File: src/rtl/mem_ctrl_pkg.sv
// Shared definitions for mem_ctrl: FSM state codes, access-width codes and flag constants.
// Covers both builds, with and without MEM_CTRL_IBUF_EN.
package mem_ctrl_pkg;

    localparam logic [1:0] ST_IDLE  = 2'b00;
    localparam logic [1:0] ST_READ  = 2'b01;
    localparam logic [1:0] ST_WRITE = 2'b10;

    localparam logic [1:0] WIDTH_BYTE = 2'b00;
    localparam logic [1:0] WIDTH_HALF = 2'b01;
    localparam logic [1:0] WIDTH_WORD = 2'b10;

    localparam logic DONE_ON     = 1'b1;
    localparam logic DONE_OFF    = 1'b0;
    localparam logic BUF_VALID   = 1'b1;
    localparam logic BUF_INVALID = 1'b0;

    localparam logic [2:0] FETCH_LEN = 3'd4;

    // Byte count of a data access; the unused code 11 behaves as a word.
    function automatic logic [2:0] xfer_len(input logic [1:0] width);
        logic [2:0] len;
        case (width)
            WIDTH_BYTE: len = 3'd1;
            WIDTH_HALF: len = 3'd2;
            WIDTH_WORD: len = 3'd4;
            default:    len = 3'd4;
        endcase
        return len;
    endfunction

endpackage

File: src/rtl/mem_ctrl_ibuf.sv
// One-entry fetch buffer: last fetched word and its fetch address.
// Present only when MEM_CTRL_IBUF_EN is defined.
module mem_ctrl_ibuf
    import mem_ctrl_pkg::*;
#(
    parameter int ADDR_W = 32
) (
    input  logic              clk,
    input  logic              rst,
    input  logic [ADDR_W-1:0] lookup_addr,
    output logic              hit,
    output logic [31:0]       hit_data,
    input  logic              refill,
    input  logic [ADDR_W-1:0] refill_addr,
    input  logic [31:0]       refill_data,
    input  logic              inv,
    input  logic [ADDR_W-1:0] inv_addr,
    input  logic [2:0]        inv_len
);

    localparam logic [ADDR_W-1:0] WORD_SPAN = {{(ADDR_W-3){1'b0}}, 3'd4};

    logic              vld_r;
    logic [ADDR_W-1:0] tag_r;
    logic [31:0]       data_r;
    logic [ADDR_W-1:0] fwd_dist_s;
    logic [ADDR_W-1:0] back_dist_s;
    logic              overlap_s;

    assign hit      = vld_r && (tag_r == lookup_addr);
    assign hit_data = data_r;

    // Modular distance test: the store range and the buffered 4-byte range share a byte.
    always_comb begin
        fwd_dist_s  = inv_addr - tag_r;
        back_dist_s = tag_r - inv_addr;
        if ((fwd_dist_s < WORD_SPAN) || (back_dist_s < {{(ADDR_W-3){1'b0}}, inv_len})) begin
            overlap_s = 1'b1;
        end else begin
            overlap_s = 1'b0;
        end
    end

    // Buffer entry: refilled by completed fetches, dropped by overlapping stores.
    always_ff @(posedge clk or negedge rst) begin
        if (!rst) begin
            vld_r  <= BUF_INVALID;
            tag_r  <= {ADDR_W{1'b0}};
            data_r <= 32'd0;
        end else if (refill) begin
            vld_r  <= BUF_VALID;
            tag_r  <= refill_addr;
            data_r <= refill_data;
        end else if (inv && overlap_s) begin
            vld_r  <= BUF_INVALID;
        end
    end

endmodule

File: src/rtl/mem_ctrl.sv
// Shares one byte-wide RAM port between instruction fetch and data load/store.
// Optional fetch buffer enabled by defining MEM_CTRL_IBUF_EN.
module mem_ctrl
    import mem_ctrl_pkg::*;
#(
    parameter int ADDR_W = 32
) (
    input  logic              clk,
    input  logic              rst,
    input  logic              if_req_i,
    input  logic [ADDR_W-1:0] if_addr_i,
    output logic [31:0]       if_data_o,
    output logic              if_done_o,
    input  logic              mem_req_i,
    input  logic              mem_we_i,
    input  logic [ADDR_W-1:0] mem_addr_i,
    input  logic [31:0]       mem_wdata_i,
    input  logic [1:0]        mem_width_i,
    output logic [31:0]       mem_rdata_o,
    output logic              mem_done_o,
    output logic [ADDR_W-1:0] ram_addr_o,
    output logic              ram_wr_o,
    output logic [7:0]        ram_dout_o,
    input  logic [7:0]        ram_din_i
);

    localparam logic [ADDR_W-1:0] ADDR_ONE   = {{(ADDR_W-1){1'b0}}, 1'b1};
    localparam logic [ADDR_W-1:0] ADDR_THREE = {{(ADDR_W-2){1'b0}}, 2'b11};

    logic [1:0]        state_r;
    logic [2:0]        cnt_r;
    logic [2:0]        len_r;
    logic              gnt_mem_r;
    logic [31:0]       wdata_r;
    logic [31:0]       rbuf_r;
    logic [31:0]       if_data_r;
    logic              if_done_r;
    logic [31:0]       mem_rdata_r;
    logic              mem_done_r;
    logic [ADDR_W-1:0] ram_addr_r;
    logic              ram_wr_r;
    logic [7:0]        ram_dout_r;

    logic              idle_ok_s;
    logic              cur_req_s;
    logic [2:0]        mem_len_s;
    logic              mem_grant_s;
    logic              if_hit_s;
    logic              if_grant_s;
    logic [31:0]       asm_s;
    logic [7:0]        wbyte_s;
    logic              ibuf_hit_s;
    logic [31:0]       ibuf_data_s;

    assign if_data_o   = if_data_r;
    assign if_done_o   = if_done_r;
    assign mem_rdata_o = mem_rdata_r;
    assign mem_done_o  = mem_done_r;
    assign ram_addr_o  = ram_addr_r;
    assign ram_wr_o    = ram_wr_r;
    assign ram_dout_o  = ram_dout_r;

    // Requests are ignored during the done cycle so each transaction ends with one idle turn.
    assign idle_ok_s   = (state_r == ST_IDLE) && !if_done_r && !mem_done_r;
    assign cur_req_s   = gnt_mem_r ? mem_req_i : if_req_i;
    assign mem_len_s   = xfer_len(mem_width_i);
    assign mem_grant_s = idle_ok_s && mem_req_i;
    assign if_hit_s    = idle_ok_s && !mem_req_i && if_req_i && ibuf_hit_s;
    assign if_grant_s  = idle_ok_s && !mem_req_i && if_req_i && !ibuf_hit_s;

`ifdef MEM_CTRL_IBUF_EN
    logic refill_s;
    logic inv_s;

    // A fetch completes when its fourth byte is merged; its start is ram_addr_r minus 3.
    assign refill_s = (state_r == ST_READ) && cur_req_s && (cnt_r == len_r) && !gnt_mem_r;
    assign inv_s    = mem_grant_s && mem_we_i;

    mem_ctrl_ibuf #(.ADDR_W(ADDR_W)) u_ibuf (
        .clk         (clk),
        .rst         (rst),
        .lookup_addr (if_addr_i),
        .hit         (ibuf_hit_s),
        .hit_data    (ibuf_data_s),
        .refill      (refill_s),
        .refill_addr (ram_addr_r - ADDR_THREE),
        .refill_data (asm_s),
        .inv         (inv_s),
        .inv_addr    (mem_addr_i),
        .inv_len     (mem_len_s)
    );
`else
    assign ibuf_hit_s  = 1'b0;
    assign ibuf_data_s = 32'd0;
`endif

    // Merge the byte returned for the previous address into its little-endian lane.
    always_comb begin
        asm_s = rbuf_r;
        case (cnt_r)
            3'd1:    asm_s[7:0]   = ram_din_i;
            3'd2:    asm_s[15:8]  = ram_din_i;
            3'd3:    asm_s[23:16] = ram_din_i;
            3'd4:    asm_s[31:24] = ram_din_i;
            default: asm_s = rbuf_r;
        endcase
    end

    // Store byte for the next write cycle.
    always_comb begin
        case (cnt_r)
            3'd0:    wbyte_s = wdata_r[15:8];
            3'd1:    wbyte_s = wdata_r[23:16];
            3'd2:    wbyte_s = wdata_r[31:24];
            default: wbyte_s = 8'd0;
        endcase
    end

    // Arbitration FSM, RAM port drive and registered completion outputs.
    always_ff @(posedge clk or negedge rst) begin
        if (!rst) begin
            state_r     <= ST_IDLE;
            cnt_r       <= 3'd0;
            len_r       <= 3'd0;
            gnt_mem_r   <= 1'b0;
            wdata_r     <= 32'd0;
            rbuf_r      <= 32'd0;
            if_data_r   <= 32'd0;
            if_done_r   <= DONE_OFF;
            mem_rdata_r <= 32'd0;
            mem_done_r  <= DONE_OFF;
            ram_addr_r  <= {ADDR_W{1'b0}};
            ram_wr_r    <= 1'b0;
            ram_dout_r  <= 8'd0;
        end else begin
            if_done_r  <= DONE_OFF;
            mem_done_r <= DONE_OFF;
            case (state_r)
                ST_IDLE: begin
                    ram_wr_r <= 1'b0;
                    cnt_r    <= 3'd0;
                    if (mem_grant_s) begin
                        gnt_mem_r  <= 1'b1;
                        len_r      <= mem_len_s;
                        rbuf_r     <= 32'd0;
                        wdata_r    <= mem_wdata_i;
                        ram_addr_r <= mem_addr_i;
                        if (mem_we_i) begin
                            state_r    <= ST_WRITE;
                            ram_wr_r   <= 1'b1;
                            ram_dout_r <= mem_wdata_i[7:0];
                        end else begin
                            state_r    <= ST_READ;
                        end
                    end else if (if_hit_s) begin
                        if_done_r <= DONE_ON;
                        if_data_r <= ibuf_data_s;
                    end else if (if_grant_s) begin
                        gnt_mem_r  <= 1'b0;
                        len_r      <= FETCH_LEN;
                        rbuf_r     <= 32'd0;
                        ram_addr_r <= if_addr_i;
                        state_r    <= ST_READ;
                    end
                end
                ST_READ: begin
                    if (!cur_req_s) begin
                        state_r <= ST_IDLE;
                        cnt_r   <= 3'd0;
                    end else if (cnt_r == len_r) begin
                        state_r <= ST_IDLE;
                        cnt_r   <= 3'd0;
                        if (gnt_mem_r) begin
                            mem_done_r  <= DONE_ON;
                            mem_rdata_r <= asm_s;
                        end else begin
                            if_done_r   <= DONE_ON;
                            if_data_r   <= asm_s;
                        end
                    end else begin
                        rbuf_r <= asm_s;
                        cnt_r  <= cnt_r + 3'd1;
                        if ((cnt_r + 3'd1) < len_r) begin
                            ram_addr_r <= ram_addr_r + ADDR_ONE;
                        end
                    end
                end
                ST_WRITE: begin
                    if (!cur_req_s) begin
                        state_r  <= ST_IDLE;
                        ram_wr_r <= 1'b0;
                        cnt_r    <= 3'd0;
                    end else if ((cnt_r + 3'd1) == len_r) begin
                        state_r    <= ST_IDLE;
                        ram_wr_r   <= 1'b0;
                        cnt_r      <= 3'd0;
                        mem_done_r <= DONE_ON;
                    end else begin
                        cnt_r      <= cnt_r + 3'd1;
                        ram_addr_r <= ram_addr_r + ADDR_ONE;
                        ram_dout_r <= wbyte_s;
                    end
                end
                default: begin
                    state_r  <= ST_IDLE;
                    ram_wr_r <= 1'b0;
                    cnt_r    <= 3'd0;
                end
            endcase
        end
    end

endmodule

File: config.mk
export PLATFORM = sky130hd
export DESIGN_NAME = mem_ctrl
export DESIGN_NICKNAME = d
export VERILOG_FILES = /design/src/rtl/mem_ctrl_pkg.sv /design/src/rtl/mem_ctrl_ibuf.sv /design/src/rtl/mem_ctrl.sv
export SDC_FILE = /design/constraint.sdc
export NUM_CORES = 1
export LEC_CHECK = 0
export BUFFER_PORTS_ARGS = -buffer_cell sky130_fd_sc_hd__clkbuf_2
export CAP_MARGIN = 20
export CORE_ASPECT_RATIO = 1.5
export CORE_UTILIZATION = 58
export DETAILED_ROUTE_END_ITERATION = 7
export PLACE_DENSITY = 0.86
export SLEW_MARGIN = 20
export SYNTH_ARGS = -nofsm -noshare
export SYNTH_HDL_FRONTEND = slang
export SYNTH_SLANG_ARGS = --single-unit
export TNS_END_PERCENT = 30
File: constraint.sdc
create_clock -name clk -period 5.7 [get_ports clk]
set_clock_uncertainty 0.05 [all_clocks]
set_input_delay 0.57 -clock clk [delete_from_list [all_inputs] [get_ports clk]]
set_output_delay 0.57 -clock clk [all_outputs]
set_load 0.02 [all_outputs]
==> out/metrics.cfg, run 1 <==
[floorplan]
die_w_um=101.1
dieArea_um2=15220
std_cell_rows=54
coreArea_um2=14460
die_h_um=150.6
initial_core_util=0.5907
io_pins=218

[global_route]
grt_pass1_vias=7499
antenna_found_initial=0
grt_pass1_wl_um=35710
gr-usage-all-layers=0.3021
grt_start_max_net_pins=116
grt_overflow=0

[yosys]
async_flop_share=1.000
ys_seq_area_frac=0.5040
yosysMostFrequentCell=nand2_1
yosys-top-cells-count=nand2_1, dfrtp_1, o21ai_0, clkbuf_1, a21oi_1
synth_edf_count=0
synth_area_per_cell_um2=9.057
yosys.area.top_type_share=0.5040
synth_area_leader_cell=dfrtp_1
synth-seq-cells=172
synth.area.top_cells=dfrtp_1, nand2_1, o21ai_0, mux2i_1, mux2_2
synth_area_um2=8541
syn_nets=1066
syn_inst=943
ys_types=52
ys_warn_count=0
ys.flop_type=dfrtp_1

[sta]
min_period_ns=3.545
relSlewSlack=0.2813
setup-violations-final=0
setup_tns_ns=0
worst_slew_pin_slew_ns=1.078
hold_violations=0
max_freq_ghz=0.2821
finalCritPeriodShare=0.6220
hold_ws_ns=0.2347
rsz0062_at_grt=no
slew_viol_final=0

[placement]
dpl.hpwl_um=15260
gp_congestion=0.8918
io_buffer_count=217

[route]
via_per_inst=5.822
vias=7697
wire_per_inst_um=16.78
detail-route-antenna-nets=0
wl_um=22190
drc=1
drt_pre_antenna_iters=7
drtIter0Drc=463

[finish]
area_delta_synth_final_pct=20.52
drive_gt1_frac=0.2700
fillCellCount=1144
fin_util=0.7119
nNetsFinal=1236
diodes=0

[setup_path]
crit_arrival_ns=3.81
cp.required_ns=5.96
start_kind=register
crit_type=reg -> reg
worstSetupEndpointType=register
critPathMaxFanout=33

[power_and_ir_drop]
p_comb_frac=0.451
powerDensity_nw_per_um2=536.7
seq_power_share=0.339
ir_drop_uv=323.3
p_int_mw=3.092
p_leak_nw=4.854
p_sw_mw=2.433
clkPwrFrac=0.210
fin_total_pwr_mw=5.524
switching_share=0.4403

[outcome]
status=finished, violations left
failed_checks=DRC

[clock_network]
cts_inserted_buffers=17
cts_max_level=4
cts.clk_slew.worst_paths_ns=0.07
cts_resized=0
hold_buffers=0
post-cts-setup-buffers=0
cts_tree=done
clock_latency_ns=0.42
cts_buffer_depth=2
cts-root-buf=clkbuf_16
clkSinkCount=172

[worst_hold_path]
hp-class=in -> async

[job]
max_cap_violations=0

placed cells by master, fill, tap and decap left out, drive strengths merged, types with 8 or more instances in the layout:
cell and instances:
a21oi 55, a22oi 8, a31oi 29, buf 8
clkbuf 236, dfrtp 172, ha 12, inv 21
mux2 25, mux2i 42, nand2 250, nand3 24
nand4 12, nor2 18, o21ai 117, o22ai 8
o31ai 13
per-layer routing:
metal,vias up,global-route usage,share of wire
met5,-,0,0
met4,0,0.1493,0.033
met3,58,0.05246,0.069
met2,376,0.5228,0.53
met1,3635,0.3600,0.37
li1,3628,-,-
flip-flops by register name, indices dropped and copies added, names as in the netlist, 2 cells and up:
name and flops:
len_r 3, ram_dout_o 8, state_r 2, mem_rdata_o 32, wdata_r 24, if_data_o 32, rbuf_r 32, ram_addr_o 32
cnt_r 3
worst max-delay path, stage by stage (launching register included):
cell and delay, ns:
dfrtp_1 0.44, ha_1 0.22, ha_1 0.29, inv_1 0.05, ha_1 0.30, nand2_1 0.10, o21ai_0 0.23, a211oi_4 0.31
buf_4 0.38, and2_1 0.65, mux2_2 0.41
power by group through the flow:
stage	combinational (mW)	clock [mW]	sequential (mW)
2_1_floorplan	1.58	0	2.06
3_3_place_gp	2.37	0	1.88
3_5_place_dp	2.43	0	1.88
4_1_cts	2.44	1.18	1.87
5_1_grt	2.75	1.22	1.91
6_report	2.49	1.16	1.87
worst paths after layout:
| kind | start | endpoint | slack [ns] | depth (start not counted) |
|---|---|---|---|---|
| worst max-delay path | cnt_r[0] | ram_addr_o[1] | 2.15 | 10 |
| worst min-delay path | rst | if_data_o[30] | 0.23 | 1 |
| worst max register to register | cnt_r[0] | ram_addr_o[1] | 2.15 | 10 |
| worst min register to register | wdata_r[31] | wdata_r[31] | 0.43 | 2 |
| max in group asynchronous | rst | if_data_o[18] | 4.07 | 2 |
| min in group clk | mem_wdata_i[8] | wdata_r[8] | 0.28 | 3 |
final cells by class:
cell class / count / area, µm² / area share
sequential: 172 / 4304 / 0.4181
multi-input combinational: 682 / 3946 / 0.3834
timing repair buffer: 225 / 1155 / 0.1122
clock buffer: 19 / 432.9 / 0.04206
tap: 196 / 245.2 / 0.02382
clock inverter: 13 / 153.9 / 0.01495
inverter: 15 / 56.30 / 0.005470
cell families (layout without fill, tap and decap cells):
logic type	count (synthesis)	in the layout	synth area share
simple gates	347	347	0.1792
compound gates	253	253	0.1727
flops	172	172	0.5040
buf+inv	89	272	0.04087
mux	67	67	0.08262
fa+ha+maj	12	12	0.01758
xor+xnor	3	3	0.003077
metrics by stage:
step	cell area [µm²]	instances	worst slack [ns]
finish	10290	1322	2.155
global route	10290	1322	2.045
CTS	10250	1322	2.246
detailed placement	9661	1290	2.288
global placement	9661	1290	2.360
floorplan	8541	943	3.034
Note: power is estimated with default switching activity, not from simulation.
==> inputs of run 2 (changes only) <==
Settings changed: CORE_UTILIZATION 58 to 48, PLACE_DENSITY 0.86 to 0.76.
Clock period 5.7 ns to 2.95 ns, I/O delays scaled along.
==> out/metrics.cfg, run 2 (synthesis results as in run 1) <==
[clock_network]
cts_tree=done
cts_inserted_buffers=17
cts_max_level=4
cts_buffer_depth=2
clkSinkCount=172
post-cts-setup-buffers=0
cts-root-buf=clkbuf_16
clock_latency_ns=0.42
cts.clk_slew.worst_paths_ns=0.07

[route]
wire_per_inst_um=16.16
wl_um=22010
drtIter0Drc=437
drt_pre_antenna_iters=6
drc=0
detail-route-antenna-nets=0
via_per_inst=5.570
vias=7586

[power_and_ir_drop]
p_leak_nw=4.990
p_int_mw=6.044
p_comb_frac=0.456
switching_share=0.4358
ir_drop_uv=605.3
seq_power_share=0.338
p_sw_mw=4.668
clkPwrFrac=0.206
powerDensity_nw_per_um2=1019

[setup_path]
crit_type=reg -> reg
worstSetupEndpointType=register
crit_arrival_ns=3.06
start_kind=register
cp.required_ns=3.26
critPathMaxFanout=16

[sta]
slew_viol_final=0
worst_slew_pin_slew_ns=0.9196
min_period_ns=2.750
setup-violations-final=0
finalCritPeriodShare=0.9322
rsz0062_at_grt=no
max_freq_ghz=0.3636
fin_ws_ns=0.2000
setup_tns_ns=0
hold_violations=0
relSlewSlack=0.3817

[finish]
nNetsFinal=1259
diodes=0
layout_commonest_cell=nand2_1
drive_gt1_frac=0.2811
final_cell_mix=nand2_1, clkbuf_2, dfrtp_1
area_delta_synth_final_pct=23.12

[job]
max_cap_violations=0

[placement]
io_buffer_count=217
dp_worst_setup_slack_ns=0.1948
dpl.hpwl_um=15970
gp_congestion=0.8867

[global_route]
grt_pass1_wl_um=35840
antenna_found_initial=0
grt_overflow=0
grt_pass1_vias=7326
gr-usage-all-layers=0.2437
grt_start_max_net_pins=88

[floorplan]
die_w_um=110.9
std_cell_rows=59
coreArea_um2=17350
die_h_um=165.4
io_pins=218
initial_core_util=0.4923
dieArea_um2=18340

[outcome]
status=finished, final reports clean

[worst_hold_path]
hp-class=in -> reg

## run 2: changes by cell type in the layout (fill, tap and decap cells not counted), moves of 2 or more
cell,change
clkinv_4,+2
buf_12,+3
dlygate4sd3_1,+3
clkinvlp_4,-3
inv_6,-2
buf_4,+16
inv_8,+2
buf_6,+2
## run 2: power groups by stage
stage,logic (mW),registers (mW),clock network [mW]
CTS,4.86,3.60,2.26
global route,5.41,3.70,2.34
finish,4.88,3.62,2.21
detailed placement,4.85,3.64,0
floorplan,3.04,3.98,0
global placement,4.75,3.63,0
## run 2: cell type report
class | count | area (µm²)
inverter | 15 | 56.30
multi-input combinational | 682 | 3929
tap | 213 | 266.5
timing repair buffer | 248 | 1374
clock buffer | 20 | 456.7
clock inverter | 12 | 128.9
fill | 1500 | 6833
sequential | 172 | 4304
## run 2: stage by stage
stage	utilization	area (µm²)	instances	hold slack, ns	power (mW)
2_1_floorplan	-	8541	943	-0.05059	7.022
3_3_place_gp	0.5689	9869	1327	0.3693	8.384
3_5_place_dp	0.5689	9869	1327	0.3744	8.483
4_1_cts	0.6044	10490	1362	0.005260	10.72
5_1_grt	0.6061	10520	1362	0.01812	11.44
6_report	0.6061	10520	1362	0.01839	10.71
## run 2: worst max-delay path, cell delays in order, from the launching register on
cell and delay, ns:
dfrtp_1 0.42, ha_1 0.22, ha_1 0.29, inv_1 0.04, ha_1 0.30, nor3b_1 0.15, a31o_2 0.24, o41ai_4 0.23
and2_1 0.31, buf_4 0.27, a22o_1 0.16
## run 2: path summary, 6_finish.rpt
kind                                 startpoint         endpoint  slack (ns)  depth (start not counted)
worst min register to register      wdata_r[27]      wdata_r[27]        0.43                          2
worst max register to register         cnt_r[0]   ram_addr_o[11]        0.20                         10
worst max-delay path                   cnt_r[0]   ram_addr_o[11]        0.20                         10
max in group asynchronous                   rst        if_done_o        1.58                          3
min in group asynchronous                   rst  mem_rdata_o[30]        0.46                          2
worst min-delay path            mem_wdata_i[30]      wdata_r[30]        0.02                          3
## run 2: timing repair
item	4_1_cts	5_1_grt
endpoints found under the hold margin	86	0
hold buffers	3	0
gates resized for setup	0	1
setup endpoints to repair	0	1
## run 2: layer usage
layer  up-vias  share of wire  global-route usage
li1       3670              -                   -
met1      3618           0.39              0.2865
met2       257           0.53              0.4396
met3        41          0.050             0.04197
met4         0          0.026              0.1036
met5         -              0                   0
